### src/rtl/pipe_hazard_ctrl.sv
// rtl/pipe_hazard_ctrl.sv - stall/flush controller for the 5-stage pipeline
module pipe_hazard_ctrl #(
    parameter int TIMEOUT = 64,
    parameter int CNT_W   = 16
) (
    input  logic             clk,
    input  logic             rst,
    input  logic [4:0]       id_rs,
    input  logic [4:0]       id_rt,
    input  logic             id_uses_rs,
    input  logic             id_uses_rt,
    input  logic             ex_memread,
    input  logic [4:0]       ex_rt,
    input  logic             redirect_ex,
    input  logic             dmem_req,
    input  logic             dmem_ready,
    input  logic             err_clr,
    output logic             pc_adv,
    output logic             if_id_adv,
    output logic             id_ex_adv,
    output logic             ex_mem_adv,
    output logic             mem_wb_adv,
    output logic             if_id_clr,
    output logic             id_ex_clr,
    output logic             ex_mem_clr,
    output logic             mem_wb_clr,
    output logic             dmem_err,
    output logic [CNT_W-1:0] stall_cnt,
    output logic [CNT_W-1:0] flush_cnt
);

    localparam int WW = (TIMEOUT > 2) ? $clog2(TIMEOUT) : 1;
    localparam logic [WW-1:0] LAST = WW'(TIMEOUT - 1);

    typedef enum logic {RUN = 1'b0, MWAIT = 1'b1} state_t;

    state_t           r_state;
    state_t           w_state_nxt;
    logic [WW-1:0]    r_wait_cnt;
    logic [WW-1:0]    w_wait_nxt;
    logic             r_dmem_err;
    logic [CNT_W-1:0] r_stall_cnt;
    logic [CNT_W-1:0] r_flush_cnt;
    logic             w_mem_wait;
    logic             w_timeout;
    logic             w_load_use;

    assign w_timeout  = (r_state == MWAIT) && (r_wait_cnt == LAST) && !dmem_ready;
    assign w_mem_wait = ((r_state == RUN) && dmem_req && !dmem_ready) ||
                        ((r_state == MWAIT) && !dmem_ready && (r_wait_cnt != LAST));
    assign w_load_use = ex_memread && (ex_rt != 5'd0) &&
                        ((id_uses_rs && (id_rs == ex_rt)) || (id_uses_rt && (id_rt == ex_rt)));

    always_comb begin
        w_state_nxt = r_state;
        w_wait_nxt  = r_wait_cnt;
        pc_adv      = 1'b1;
        if_id_adv   = 1'b1;
        id_ex_adv   = 1'b1;
        ex_mem_adv  = 1'b1;
        mem_wb_adv  = 1'b1;
        if_id_clr   = 1'b0;
        id_ex_clr   = 1'b0;
        ex_mem_clr  = 1'b0;
        mem_wb_clr  = 1'b0;

        case (r_state)
            RUN: begin
                if (dmem_req && !dmem_ready) begin
                    w_state_nxt = MWAIT;
                    w_wait_nxt  = WW'(1);
                end
            end
            MWAIT: begin
                if (dmem_ready || (r_wait_cnt == LAST)) begin
                    w_state_nxt = RUN;
                    w_wait_nxt  = '0;
                end else begin
                    w_wait_nxt  = r_wait_cnt + 1'b1;
                end
            end
            default: begin
                w_state_nxt = RUN;
                w_wait_nxt  = '0;
            end
        endcase

        // Held-in-reset pipeline sees the idle pattern regardless of the inputs
        if (!rst) begin
            pc_adv = 1'b1;
        end else if (w_mem_wait) begin
            pc_adv     = 1'b0;
            if_id_adv  = 1'b0;
            id_ex_adv  = 1'b0;
            ex_mem_adv = 1'b0;
            mem_wb_clr = 1'b1;
        end else if (w_timeout) begin
            pc_adv     = 1'b0;
            if_id_adv  = 1'b0;
            id_ex_adv  = 1'b0;
            ex_mem_clr = 1'b1;
            mem_wb_clr = 1'b1;
        end else if (redirect_ex) begin
            if_id_clr = 1'b1;
            id_ex_clr = 1'b1;
        end else if (w_load_use) begin
            pc_adv    = 1'b0;
            if_id_adv = 1'b0;
            id_ex_clr = 1'b1;
        end
    end

    always_ff @(posedge clk or negedge rst) begin
        if (!rst) begin
            r_state     <= RUN;
            r_wait_cnt  <= '0;
            r_dmem_err  <= 1'b0;
            r_stall_cnt <= '0;
            r_flush_cnt <= '0;
        end else begin
            r_state    <= w_state_nxt;
            r_wait_cnt <= w_wait_nxt;
            if (w_timeout) begin
                r_dmem_err <= 1'b1;
            end else if (err_clr) begin
                r_dmem_err <= 1'b0;
            end
            if (!pc_adv && (r_stall_cnt != '1)) begin
                r_stall_cnt <= r_stall_cnt + 1'b1;
            end
            if (if_id_clr && (r_flush_cnt != '1)) begin
                r_flush_cnt <= r_flush_cnt + 1'b1;
            end
        end
    end

    assign dmem_err  = r_dmem_err;
    assign stall_cnt = r_stall_cnt;
    assign flush_cnt = r_flush_cnt;

endmodule

### config.mk
export PLATFORM = sky130hd
export DESIGN_NAME = pipe_hazard_ctrl
export DESIGN_NICKNAME = d
export VERILOG_FILES = /design/src/rtl/pipe_hazard_ctrl.sv
export SDC_FILE = /design/constraint.sdc
export NUM_CORES = 1
export LEC_CHECK = 0
export ABC_CLOCK_PERIOD_IN_PS = 2800
export BUFFER_PORTS_ARGS = -buffer_cell sky130_fd_sc_hd__buf_2
export CORE_MARGIN = 2
export CORE_UTILIZATION = 28
export CTS_BUF_LIST = sky130_fd_sc_hd__clkbuf_8
export CTS_CLUSTER_DIAMETER = 120
export DETAILED_ROUTE_END_ITERATION = 12
export MAX_ROUTING_LAYER = met4
export PLACE_DENSITY = 0.51
export SYNTH_ARGS = -nofsm -noshare
export SYNTH_HDL_FRONTEND = slang
export SYNTH_SLANG_ARGS = --single-unit
export TNS_END_PERCENT = 30
### constraint.sdc
create_clock -name clk -period 2.8 [get_ports clk]
set_clock_uncertainty 0.2 [all_clocks]
set_input_delay 0.28 -clock clk [delete_from_list [all_inputs] [get_ports clk]]
set_output_delay 0.28 -clock clk [all_outputs]
set_load 0.01 [all_outputs]
==> metrics <==
Async SR Flop Fraction 100%; CP delay by family, top flip-flops; clock slew at reported path FFs 0.08 ns; NetSw between 0.5 and 0.6 mW; Flop pwr share 52.4%; max_cap viols 0; Worst VDD drop 252 uV; sequential share of the synthesized area 47.8%; met3 WL post-DR 269 um; Worst Hold Slack 0.0135 ns; wl on met1 2360 um; final setup vio count 0; share of cells above drive strength 1 28.9%; final period utilization around 85%; slowest library cell on the worst path dfrtp_1; CP arrival between 2 and 2.5 ns; r2r worst-path depth 6; CTS tree yes; Clock Latency Late Sink 0.28 ns; Yosys top cell by area dfrtp_1; CP max stage delay 0.53 ns; Top Metal Used met4; Worst EP required 2.77 ns; PD cells 579 nW/um2; area fraction of the dominant cell type after synthesis a little under half; antenna viol nets, final 0; leading cell type by number of instances after synthesis dfrtp_1; deepest clock path buffer count 2; slew margin rel. 66.7%; final net count 304; Pwr Total 1.52 mW; switching share of power 34.3%; Hold Crit Class in2reg; largest net degree at the start of global routing 38; pre-CTS WS 0.421 ns; Post-CTS Setup Inserts 0; TritonCTS Buffers 5; vias in the first global route 1,630; clock power share ~25%; initial core utilization 28.8%; Worst setup EP type flop; synthesis warning total 0; vias post-DR 1,719; share of total power in combinational logic 23.1%; Synth area leaders dfrtp_1, xnor2_1, xor2_1; Syn Inst Count 206; All-Layer GR Usage 12.5%; crit path from stall_cnt[0]; slew at the pin closest to its max-slew limit 0.495 ns; post-synthesis net count approximately 230; Clock Root Buffer clkbuf_8; I/O Buffers 64; Critical R2R Launch stall_cnt[0]; setup TNS 0 ns; first-pass GRT wire length around 8100 um; die width 90.4 um; area delta synth->final 25.2%; final-report hold violation count 0; synthesized flop and latch total 40; Max Slew Vio Count 0; CP Max Fanout 16; htree depth 2; Crit path buffers/inverters 0; post-DP HPWL 3690 um; Most used DFF post-synth dfrtp_1; DR vias/cell about 4.6; startpoint types flop; Setup CP Type reg2reg; RSZ-0062 raised after global routing no; CP cell instances ha_1, nand4_1, nor4_2, nor4_2, a21oi_4, mux2_1; IO Count 66; die footprint 8180 um2; Met2 Wirelength 2250 um; global route overflow 0; Leak Pwr 1.30 nW; EDFF count, synth 0; core footprint 7250 um2; FMAX roughly 420 MHz; antenna violations before repair 0; drt initial violations 63; drt wl/cell 13.0 um; fin crit period 2.39 ns; Pre-antenna DRT Iters 4; Synth cell types 36; Worst path most repeated cell nor4_2; Crit path depth 6; Placer Congestion 0.776; Setup WS post-layout 0.410 ns; Die H between 90 and 100 um; Site Rows 31; most frequent cells after synthesis dfrtp_1, xnor2_1, xor2_1; CTS Sinks 40; Int Power ~1.0 mW; WL final roughly 4900 um; mapped cell area 2090 um2; Placed Cells 367; Setup crit end stall_cnt[1]; run status complete, no violations; Final Instance Count excl. Fillers about 380; syn avg cell area about 10 um2; R2R Setup Slk around 0.4 ns; DRC violations left 0; Reg2Reg Capture Point stall_cnt[1]; # diodes 0
-- worst min path at each step --
stage,from,end,slack (ns),depth (start not counted)
floorplan,rst,dmem_err,-0.22,0
global placement,rst,r_wait_cnt[3],-0.05,1
detailed placement,rst,r_wait_cnt[3],-0.05,1
CTS,dmem_ready,r_wait_cnt[0],0.006,2
global route,dmem_ready,r_wait_cnt[0],0.008,2
finish,dmem_ready,r_wait_cnt[0],0.01,2
-- power groups by stage --
stage          logic (mW)  clock network, mW  registers (mW)
2_1_floorplan       0.166                  0           0.817
3_3_place_gp        0.348                  0           0.805
3_5_place_dp        0.352                  0           0.806
4_1_cts             0.358              0.390           0.795
5_1_grt             0.388              0.412           0.814
6_report            0.350              0.371           0.794
-- kinds of logic (layout without fill, tap and decap cells) --
kind of cell	count (synthesis)	in the layout	synth area share [%]
adder cells (fa/ha/maj)	3	3	1.79
other	1	1	0.179
AO/OA/AOI/OAI	19	19	7.00
flip-flops	40	40	47.8
multiplexers	2	2	1.08
buffers and inverters	14	85	3.23
AND/OR/NAND/NOR	85	85	21.3
XOR/XNOR	42	42	17.6
-- stage by stage --
step / area [um2] / util (%)
6_report: 2620 / 36.1
5_1_grt: 2620 / 36.1
4_1_cts: 2620 / 36.1
3_3_place_gp: 2520 / 34.7
3_5_place_dp: 2520 / 34.7
2_1_floorplan: 2090 / -
-- sequential cells by signal (all words and copies together) (netlist names) --
| register | cells |
|---|---|
| flush_cnt | 16 |
| r_state | 1 |
| dmem_err | 1 |
| r_wait_cnt | 6 |
| stall_cnt | 16 |
-- layout by cell type (no fill, tap or decap), drive strengths merged, types with 7 or more instances in the layout --
cell and count:
buf 65, dfrtp 40, inv 11, nand2 14, nand3 18, nand4 11
nor2 15, nor3 7, nor4 7, xnor2 21, xor2 21
-- worst reg2reg max path, stage by stage, from the launching register on --
cell	delay [ns]
dfrtp_1	0.53
ha_1	0.25
nand4_1	0.13
nor4_2	0.29
nor4_2	0.10
a21oi_4	0.41
mux2_1	0.37
-- layout make-up --
| cell class | instances | area (um2) |
|---|---|---|
| Tap cell | 99 | 124 |
| Multi-Input combinational cell | 152 | 1020 |
| Inverter | 11 | 41.3 |
| Sequential cell | 40 | 1000 |
| Fill cell | 763 | 4630 |
| Clock inverter | 2 | 12.5 |
| Clock buffer | 5 | 68.8 |
| Timing Repair Buffer | 67 | 348 |
-- per-layer routing --
metal / track usage, % / vias up
met2: 18.3 / 53
met1: 17.3 / 808
li1: - / 856
met4: 3.46 / 0
met5: - / -
met3: 2.92 / 2
-- timing repair --
action | in CTS | in global routing
resized for setup | 0 | 0
hold buffers | 2 | 0
endpoints found under the hold margin | 5 | 0
Note: power is estimated with default switching activity, not from simulation.
